**src/rtl/keysw_io_ctrl_if.sv**
```systemverilog
// Data-bus slice seen by the key/switch input device: MEM-stage address and
// strobes in, combinational read data and select out.
interface keysw_io_ctrl_if;
  logic [15:0] ADDR;
  logic [15:0] WDATA;
  logic        WE;
  logic        RE;
  logic [15:0] RDATA;
  logic        SEL;

  modport master (output ADDR, output WDATA, output WE, output RE,
                  input  RDATA, input SEL);
  modport slave  (input  ADDR, input  WDATA, input  WE, input  RE,
                  output RDATA, output SEL);
endinterface

```
**src/rtl/keysw_io_ctrl.sv**
```systemverilog
// Memory-mapped KEY/SW input device: two-flop synchronizers, vector debounce,
// data and control/status registers, and a registered level interrupt.
module keysw_io_ctrl #(
  parameter int unsigned DEB_CYCLES = 500000,
  parameter int unsigned CNT_BITS   = 20,
  parameter logic [15:0] ADDR_KDATA = 16'hFFF0,
  parameter logic [15:0] ADDR_SDATA = 16'hFFF2,
  parameter logic [15:0] ADDR_KCTRL = 16'hFFF4,
  parameter logic [15:0] ADDR_SCTRL = 16'hFFF6
) (
  input  logic                  CLK,
  input  logic                  RESET,
  input  logic [3:0]            KEY,
  input  logic [9:0]            SW,
  keysw_io_ctrl_if.slave        bus,
  output logic                  IRQ
);

  localparam logic [CNT_BITS-1:0] CntMax = CNT_BITS'(DEB_CYCLES - 1);

  logic [3:0]          key_s1_q, key_s1_d, key_s2_q, key_s2_d;
  logic [3:0]          key_cand_q, key_cand_d, key_deb_q, key_deb_d;
  logic [CNT_BITS-1:0] key_cnt_q, key_cnt_d;
  logic [9:0]          sw_s1_q, sw_s1_d, sw_s2_q, sw_s2_d;
  logic [9:0]          sw_cand_q, sw_cand_d, sw_deb_q, sw_deb_d;
  logic [CNT_BITS-1:0] sw_cnt_q, sw_cnt_d;
  logic krdy_q, krdy_d, kovr_q, kovr_d, kie_q, kie_d;
  logic srdy_q, srdy_d, sovr_q, sovr_d, sie_q, sie_d;
  logic irq_q, irq_d;
  logic key_acc, sw_acc;
  logic hit_kdata, hit_sdata, hit_kctrl, hit_sctrl;
  logic unused_wdata;

  assign unused_wdata = ^{bus.WDATA[15:9], bus.WDATA[7:2], bus.WDATA[0]};

  // Debounce: a new candidate restarts the count; once saturated, accept it.
  always_comb begin
    key_s1_d   = KEY;
    key_s2_d   = key_s1_q;
    key_cand_d = key_cand_q;
    key_cnt_d  = key_cnt_q;
    key_deb_d  = key_deb_q;
    key_acc    = 1'b0;
    if (key_s2_q != key_cand_q) begin
      key_cand_d = key_s2_q;
      key_cnt_d  = '0;
    end else if (key_cnt_q < CntMax) begin
      key_cnt_d = key_cnt_q + 1'b1;
    end else if (key_deb_q != key_cand_q) begin
      key_deb_d = key_cand_q;
      key_acc   = 1'b1;
    end

    sw_s1_d   = SW;
    sw_s2_d   = sw_s1_q;
    sw_cand_d = sw_cand_q;
    sw_cnt_d  = sw_cnt_q;
    sw_deb_d  = sw_deb_q;
    sw_acc    = 1'b0;
    if (sw_s2_q != sw_cand_q) begin
      sw_cand_d = sw_s2_q;
      sw_cnt_d  = '0;
    end else if (sw_cnt_q < CntMax) begin
      sw_cnt_d = sw_cnt_q + 1'b1;
    end else if (sw_deb_q != sw_cand_q) begin
      sw_deb_d = sw_cand_q;
      sw_acc   = 1'b1;
    end
  end

  always_comb begin
    hit_kdata = (bus.ADDR == ADDR_KDATA);
    hit_sdata = (bus.ADDR == ADDR_SDATA);
    hit_kctrl = (bus.ADDR == ADDR_KCTRL);
    hit_sctrl = (bus.ADDR == ADDR_SCTRL);
    bus.SEL   = hit_kdata | hit_sdata | hit_kctrl | hit_sctrl;
    bus.RDATA = 16'h0000;
    if (hit_kdata)      bus.RDATA = {12'b0, key_deb_q};
    else if (hit_sdata) bus.RDATA = {6'b0, sw_deb_q};
    else if (hit_kctrl) bus.RDATA = {7'b0, kie_q, 6'b0, kovr_q, krdy_q};
    else if (hit_sctrl) bus.RDATA = {7'b0, sie_q, 6'b0, sovr_q, srdy_q};
  end

  // Status: accept events are applied last so they win over clears.
  always_comb begin
    krdy_d = krdy_q;
    kovr_d = kovr_q;
    kie_d  = kie_q;
    srdy_d = srdy_q;
    sovr_d = sovr_q;
    sie_d  = sie_q;
    if (bus.WE && hit_kctrl) begin
      kie_d = bus.WDATA[8];
      if (!bus.WDATA[1]) kovr_d = 1'b0;
    end
    if (bus.WE && hit_sctrl) begin
      sie_d = bus.WDATA[8];
      if (!bus.WDATA[1]) sovr_d = 1'b0;
    end
    if (bus.RE && hit_kdata) krdy_d = 1'b0;
    if (bus.RE && hit_sdata) srdy_d = 1'b0;
    if (key_acc) begin
      if (krdy_q) kovr_d = 1'b1;
      krdy_d = 1'b1;
    end
    if (sw_acc) begin
      if (srdy_q) sovr_d = 1'b1;
      srdy_d = 1'b1;
    end
    irq_d = (kie_q & krdy_q) | (sie_q & srdy_q);
  end

  always_ff @(posedge CLK or posedge RESET) begin
    if (RESET) begin
      key_s1_q   <= 4'hF;
      key_s2_q   <= 4'hF;
      key_cand_q <= 4'hF;
      key_deb_q  <= 4'hF;
      key_cnt_q  <= '0;
      sw_s1_q    <= '0;
      sw_s2_q    <= '0;
      sw_cand_q  <= '0;
      sw_deb_q   <= '0;
      sw_cnt_q   <= '0;
      krdy_q     <= 1'b0;
      kovr_q     <= 1'b0;
      kie_q      <= 1'b0;
      srdy_q     <= 1'b0;
      sovr_q     <= 1'b0;
      sie_q      <= 1'b0;
      irq_q      <= 1'b0;
    end else begin
      key_s1_q   <= key_s1_d;
      key_s2_q   <= key_s2_d;
      key_cand_q <= key_cand_d;
      key_deb_q  <= key_deb_d;
      key_cnt_q  <= key_cnt_d;
      sw_s1_q    <= sw_s1_d;
      sw_s2_q    <= sw_s2_d;
      sw_cand_q  <= sw_cand_d;
      sw_deb_q   <= sw_deb_d;
      sw_cnt_q   <= sw_cnt_d;
      krdy_q     <= krdy_d;
      kovr_q     <= kovr_d;
      kie_q      <= kie_d;
      srdy_q     <= srdy_d;
      sovr_q     <= sovr_d;
      sie_q      <= sie_d;
      irq_q      <= irq_d;
    end
  end

  assign IRQ = irq_q;

endmodule

```
**src/flat_wrapper.sv**
```systemverilog
// flat-port wrapper written by rule: the top's interface ports become plain ports
module keysw_io_ctrl_flat 
#(
  parameter int unsigned DEB_CYCLES = 500000,
  parameter int unsigned CNT_BITS   = 20,
  parameter logic [15:0] ADDR_KDATA = 16'hFFF0,
  parameter logic [15:0] ADDR_SDATA = 16'hFFF2,
  parameter logic [15:0] ADDR_KCTRL = 16'hFFF4,
  parameter logic [15:0] ADDR_SCTRL = 16'hFFF6
)
  (CLK, RESET, KEY, SW, IRQ, bus_ADDR, bus_WDATA, bus_WE, bus_RE, bus_RDATA, bus_SEL);
  keysw_io_ctrl_if bus_i ();
  input  logic CLK;
  input  logic RESET;
  input  logic [3:0] KEY;
  input  logic [9:0] SW;
  output logic IRQ;
  input wire logic [$bits(bus_i.ADDR)-1:0] bus_ADDR;
  input wire logic [$bits(bus_i.WDATA)-1:0] bus_WDATA;
  input wire logic [$bits(bus_i.WE)-1:0] bus_WE;
  input wire logic [$bits(bus_i.RE)-1:0] bus_RE;
  output wire logic [$bits(bus_i.RDATA)-1:0] bus_RDATA;
  output wire logic [$bits(bus_i.SEL)-1:0] bus_SEL;
  assign bus_i.ADDR = bus_ADDR;
  assign bus_i.WDATA = bus_WDATA;
  assign bus_i.WE = bus_WE;
  assign bus_i.RE = bus_RE;
  assign bus_RDATA = bus_i.RDATA;
  assign bus_SEL = bus_i.SEL;
  keysw_io_ctrl #(.DEB_CYCLES(DEB_CYCLES), .CNT_BITS(CNT_BITS), .ADDR_KDATA(ADDR_KDATA), .ADDR_SDATA(ADDR_SDATA), .ADDR_KCTRL(ADDR_KCTRL), .ADDR_SCTRL(ADDR_SCTRL)) u_core (.CLK(CLK), .RESET(RESET), .KEY(KEY), .SW(SW), .bus(bus_i), .IRQ(IRQ));
endmodule
```
**config.mk**
```make
export PLATFORM = sky130hd
export DESIGN_NAME = keysw_io_ctrl_flat
export DESIGN_NICKNAME = d
export VERILOG_FILES = /design/src/rtl/keysw_io_ctrl_if.sv /design/src/rtl/keysw_io_ctrl.sv /design/src/flat_wrapper.sv
export SDC_FILE = /design/constraint.sdc
export NUM_CORES = 1
export LEC_CHECK = 0
export ABC_CLOCK_PERIOD_IN_PS = 2800
export BUFFER_PORTS_ARGS = -buffer_cell sky130_fd_sc_hd__buf_2
export CAP_MARGIN = 20
export CORE_ASPECT_RATIO = 0.5
export CORE_MARGIN = 1.5
export CORE_UTILIZATION = 50
export DETAILED_ROUTE_END_ITERATION = 6
export PLACE_DENSITY_LB_ADDON = 0.3
export SLEW_MARGIN = 20
export SYNTH_ARGS = -nofsm -noshare
export SYNTH_HDL_FRONTEND = slang
export SYNTH_SLANG_ARGS = --single-unit
export TNS_END_PERCENT = 5
```
**constraint.sdc**
```tcl
create_clock -name CLK -period 2.8 [get_ports CLK]
set_clock_uncertainty 0.15 [all_clocks]
set_input_delay 0.14 -clock CLK [delete_from_list [all_inputs] [get_ports CLK]]
set_output_delay 0.14 -clock CLK [all_outputs]
set_load 0.02 [all_outputs]
```
After elaboration in Yosys (flattened, before gate mapping)
Cells that the tools add are included.
- input port bits: 50
- output and inout bits: 18
- bits in latches: 0
- memories: 0
- memory bits (writable): 0
- ROM bits: 0
- flip-flop bits (word level): 103
- $lt $le $gt $ge: 2
- bitwise operators: 10
- divide/modulo/power cells: 0
- $mul: 0
- eq/ne operators: 8
- shift operators: 0
- multiplexer cells: 26
- add/subtract/negate cells: 2
- reductions and logical operators: 10
- operators with widths (cell ; count):
    $mux W20 ; 4
    $eq A16 B16 Y1 const B ; 4
    $mux W16 ; 3
    $add A20 B1 Y20 const B ; 2
    $lt A20 B19 Y1 const B ; 2
    $ne A10 B10 Y1 ; 2
    $mux W1 ; 18
    $mux W9 ; 1
    $ne A4 B4 Y1 ; 2
    $reduce_bool A2 Y1 ; 4
    $reduce_and A3 Y1 ; 2
    $logic_and A1 B1 Y1 ; 4
    $not A1 Y1 ; 4
    $or A1 B1 Y1 ; 4
    $and A1 B1 Y1 ; 2

Longest topological paths before layout
- depth in word-level cells: 5
- depth in mapped cells: 7

Least setup slack after synthesis
No wires, ideal clock.
- path kind: reg-to-reg
- from: register u_core.sw_cnt_q[14]
- to: register u_core.sw_deb_q[0]
- setup slack: 418 ps
- arrival time: 2107 ps
- cell stages (with the launch flop): 7
- setup time: 125 ps
- required time: 2525 ps
- cells stage by stage: dfrtp_1 -> or4b_4 -> nor3_4 -> a21oi_4 -> nor3_4 -> buf_6 -> mux2_4
- cells in the longest elaborated chain, start to end: 3
- RTL lines (item ; RTL line ; text):
    start: declaration ; keysw_io_ctrl.sv:26 ; logic [CNT_BITS-1:0] sw_cnt_q, sw_cnt_d;
    start signal: assignment ; keysw_io_ctrl.sv:142 ; sw_cnt_q <= sw_cnt_d;
    $lt A20 B19 Y1 ; keysw_io_ctrl.sv:63 ; end else if (sw_cnt_q < CntMax) begin
    $not A1 Y1 (no line) ; - ;
    $reduce_and A3 Y1 (no line) ; - ;
    end signal: assignment ; keysw_io_ctrl.sv:141 ; sw_deb_q <= sw_deb_d;
    end: declaration ; keysw_io_ctrl.sv:25 ; logic [9:0] sw_cand_q, sw_cand_d, sw_deb_q, sw_deb_d;
Every way passes these cells.
A chain may end at the register's enable or synchronous reset.

Worst setup path in the final report
- from: register u_core.sw_cnt_q[14]
- to: register u_core.sw_deb_q[7]
Same word-level chain as after synthesis.

==> flow_results.org <==
** STA
- Total Neg Setup Slack :: 0 ps
- The number of pins exceeding their max-slew limit in the final report came to 0.
- Slew of the pin with the lowest slew margin :: 607 ps
- Setup repair after global routing missed its margin :: false
- Fmax :: 391 MHz
- Worst Hold Slack :: 20.9 ps
- Post-layout min period :: 2560 ps
- The worst pin sits at a relative slew slack of 59.4%.
- The final-report hold violation count was 0.
- Final worst path period share :: approximately nine tenths
- Final setup viols :: 0
- Once routing completed, OpenROAD measured the worst setup slack at 244 ps.

** GRT
- GR Util met3 :: roughly 6.4%
- Global-route usage over all layers :: 18.5%
- The first global-routing pass estimated around 14000 µm of wire.
- Number of antenna violations at the first check in global routing :: 0
- Global routing met1 resource utilization :: 26.0%
- Summed over all layers, the global routing overflow is 0.
- Most used routing layer :: met2
- Vias in the first global route :: slightly below 3000
- Pin count of the biggest net entering global routing :: between 100 and 150
- In the global route stage, met2 resource usage came out at between 20% and 30%.

** Yosys
- Cells after Synth :: 412
- In this run, synthesis produced a sequential element count of 103.
- The mapped netlist covers 0.00470 mm².
- The most common cell in the synthesized netlist is sky130_fd_sc_hd__dfrtp_1.
- Top cell type's share of synthesized area :: about 46%
- Average instance area after synthesis :: 11.4 µm²
- In the synthesized netlist the dominant register cell turns out to be sky130_fd_sc_hd__dfrtp_1.
- For this run, the register share of the synthesized area comes to approximately 55%.
- Async SR Flop Fraction :: 100%
- Counting distinct cell types in the post-synthesis netlist gives 54.
- Cell taking the most area after synthesis :: sky130_fd_sc_hd__dfrtp_1
- After synthesis, the cell types taking the most area are sky130_fd_sc_hd__dfrtp_1 46%, sky130_fd_sc_hd__dfstp_2 8.9%, sky130_fd_sc_hd__xnor2_1 6.0%.
- Yosys printed 0 warnings.
- Number of enable flip-flop cells after synthesis :: 0
- Counting instances in the post-synthesis netlist gives the leading cell types as 87 x sky130_fd_sc_hd__dfrtp_1, 32 x sky130_fd_sc_hd__xnor2_1, 27 x sky130_fd_sc_hd__nor2_1, 21 x sky130_fd_sc_hd__nand2_1, 20 x sky130_fd_sc_hd__clkbuf_1.

** Setup path
- The critical path in this run is classified as reg2reg.
- Worst Path Required :: 2880 ps
- Signal arrival time at the worst endpoint :: about 2600 ps
- Kind of launch point of the worst setup path :: flip-flop
- The worst setup path is captured at a flip-flop.
- Highest net fanout along the worst path :: 11

** Cells and area
- Relative to the synthesized area, the layout overhead comes to 17.5%.
- The number of antenna diodes in the final layout is 0.
- For this run, the post-layout net count is between 500 and 600.
- Layout Utilization :: 62.0%
- Of the cells placed in the final design, the portion with a size suffix greater than 1 is 24.5%.

** Clock network
- Clock tree synthesis found a total of 103 sinks.
- The clock passes through at most 2 buffers.
- Clk slew on worst S/H paths :: roughly 70 ps
- Post-CTS setup buffer count :: 0
- Clock latency on the worst-skew pair :: 340 ps
- CTS tree :: built
- CTS Root Cell :: sky130_fd_sc_hd__clkbuf_16
- CTS built an H-tree with a depth of 3.
- Number of clock buffers inserted by TritonCTS :: 9
- The number of gates resized after CTS was 0.

** Die
- Area of the placeable core :: 0.00892 mm²
- Once the floorplan was initialized, standard cells occupied 52.7% of the core.
- The floorplan has 24 rows.
- Die height :: 71.6 µm
- The die is approximately 140 µm wide.
- During I/O placement, the number of pins put on the boundary was 68.
- Area of the die :: 0.0100 mm²

** Detailed routing
- For this block, the initial DRC count from the detailed router was 186.
- Post-DR wirelength/cell :: 14.4 µm
- Via count :: 3185
- Using the TritonRoute via totals, the vias-per-cell ratio works out to about 5.4.
- The first detailed-routing pass took 4 iterations.
- DRC viols :: 0
- After detailed routing, the total wire length is 8560 µm.
- Antenna-violating nets left :: 0

** Job
- Number of max-cap violations :: 0

** Power
- Total power per unit cell area :: 531 mW/mm²
- Worst vdd ir :: 283 µV
- The analysis attributes to cell leakage a power of ~2.3 nW.
- Overall power of the completed layout :: ~0.0029 W

** Hold path
- Worst min path class :: in2reg

** Placement
- Before CTS, the worst setup slack after placement is 263 ps.
- In this run the tool buffered the top-level ports with 47 buffer cells.
- After legalization and detailed placement, the total HPWL measured 5640 µm.
- The congestion estimate from routability-driven global placement came to 0.846.

** Status
- The flow ran to the end, and the final reports show no timing, DRC or antenna violations.
## sequential cells by signal, summed over array words and instances, names as in the netlist, 10 cells and up
register          cells
u_core.key_cnt_q     20
u_core.sw_cnt_q      20
u_core.sw_deb_q      10
u_core.sw_s1_q       10
u_core.sw_s2_q       10
u_core.sw_cand_q     10
## routing by layer
metal	vias up	share of wire (%)	wire, µm
met2	50	47	4030
met4	0	0.75	64
li1	1582	-	-
met5	-	0	0
met3	6	3.8	322
met1	1547	48	4140
## metrics by stage
step           instances  instance area [µm²]
6_report             595                 5530
5_1_grt              595                 5530
4_1_cts              595                 5530
3_5_place_dp         561                 5050
3_3_place_gp         561                 5050
2_1_floorplan        417                 4730
## area by class of cell
cell class | instances | area (µm²)
flip-flops and latches | 103 | 2600
well taps | 117 | 146
fillers | 710 | 3390
clock inverters | 5 | 65.1
inverters | 11 | 45.0
clock buffers | 11 | 233
multi-input cells | 274 | 1940
repair buffers | 74 | 495
## critical path: stages (launching register included)
cell and delay, ps:
sky130_fd_sc_hd__dfrtp_1 430, sky130_fd_sc_hd__or4b_4 570, sky130_fd_sc_hd__nor3_4 380, sky130_fd_sc_hd__a21oi_4 150, sky130_fd_sc_hd__nor3_4 170, sky130_fd_sc_hd__buf_4 240, sky130_fd_sc_hd__mux2_2 360
## placed cells by master, fill, tap and decap left out, types with 5 or more instances in the layout
cell type                       netlist  final
sky130_fd_sc_hd__nor3_1               7      7
sky130_fd_sc_hd__nand2_1             21     21
sky130_fd_sc_hd__or3_1                7      7
sky130_fd_sc_hd__dfrtp_1             87     87
sky130_fd_sc_hd__mux2_4               8      8
sky130_fd_sc_hd__inv_1               11     10
sky130_fd_sc_hd__mux2_2               9      9
sky130_fd_sc_hd__buf_2                1     47
sky130_fd_sc_hd__buf_4                6      8
sky130_fd_sc_hd__or4_1                7      7
sky130_fd_sc_hd__nand4_1             15     15
sky130_fd_sc_hd__dlygate4sd3_1        0     18
sky130_fd_sc_hd__xnor2_1             32     32
sky130_fd_sc_hd__clkbuf_16            0      9
sky130_fd_sc_hd__xor2_1              12     12
sky130_fd_sc_hd__conb_1               1      6
sky130_fd_sc_hd__o31ai_1              9      9
sky130_fd_sc_hd__and2_1              12     12
sky130_fd_sc_hd__o21ai_0             11     11
sky130_fd_sc_hd__a211oi_1             7      7
sky130_fd_sc_hd__nor2_1              27     27
sky130_fd_sc_hd__nand3_1             11     11
sky130_fd_sc_hd__a21oi_1             19     19
sky130_fd_sc_hd__nor4_1               5      5
sky130_fd_sc_hd__dfstp_2             16     16
## where the power goes
group | switching (W) | internal (W) | leakage, nW
sequential | 0.0000235 | 0.00153 | 1.30
clock | 0.000555 | 0.000703 | 0.138
combinational | 0.0000662 | 0.0000614 | 0.869
## logic make-up (layout without fill, tap and decap cells)
family,after synthesis,in the layout,share of synthesized area (%)
buffers and inverters,40,101,3.86
DFF,103,103,55.2
and+or+nand+nor,136,136,16.7
xor gates and xnor gates,44,44,8.19
muxes,22,22,6.30
adders and majority gates,2,2,0.532
AOI/OAI and AO/OA,64,64,9.12
other,1,6,0.0797
## timing repair
item                       4_1_cts  5_1_grt
setup endpoints to repair        0        0
hold endpoints to repair       105        0
hold buffers                    18        0
## path summary, 6_finish.rpt
kind / end / from / slack (ps) / cells past startpoint
min in group asynchronous: u_core.sw_cnt_q[6]$_DFFE_PP0P_ / RESET / 330 / 4
min: u_core.kovr_q$_DFF_PP0_ / bus_WE / 20 / 4
min reg2reg: u_core.sw_s2_q[5]$_DFF_PP0_ / u_core.sw_s1_q[5]$_DFF_PP0_ / 200 / 0
max reg2reg: u_core.sw_deb_q[7]$_DFFE_PP0P_ / u_core.sw_cnt_q[14]$_DFFE_PP0P_ / 240 / 6
max: u_core.sw_deb_q[7]$_DFFE_PP0P_ / u_core.sw_cnt_q[14]$_DFFE_PP0P_ / 240 / 6
max in group asynchronous: u_core.key_s2_q[2]$_DFF_PP1_ / RESET / 1740 / 4
(Power assumes the default switching activity.)
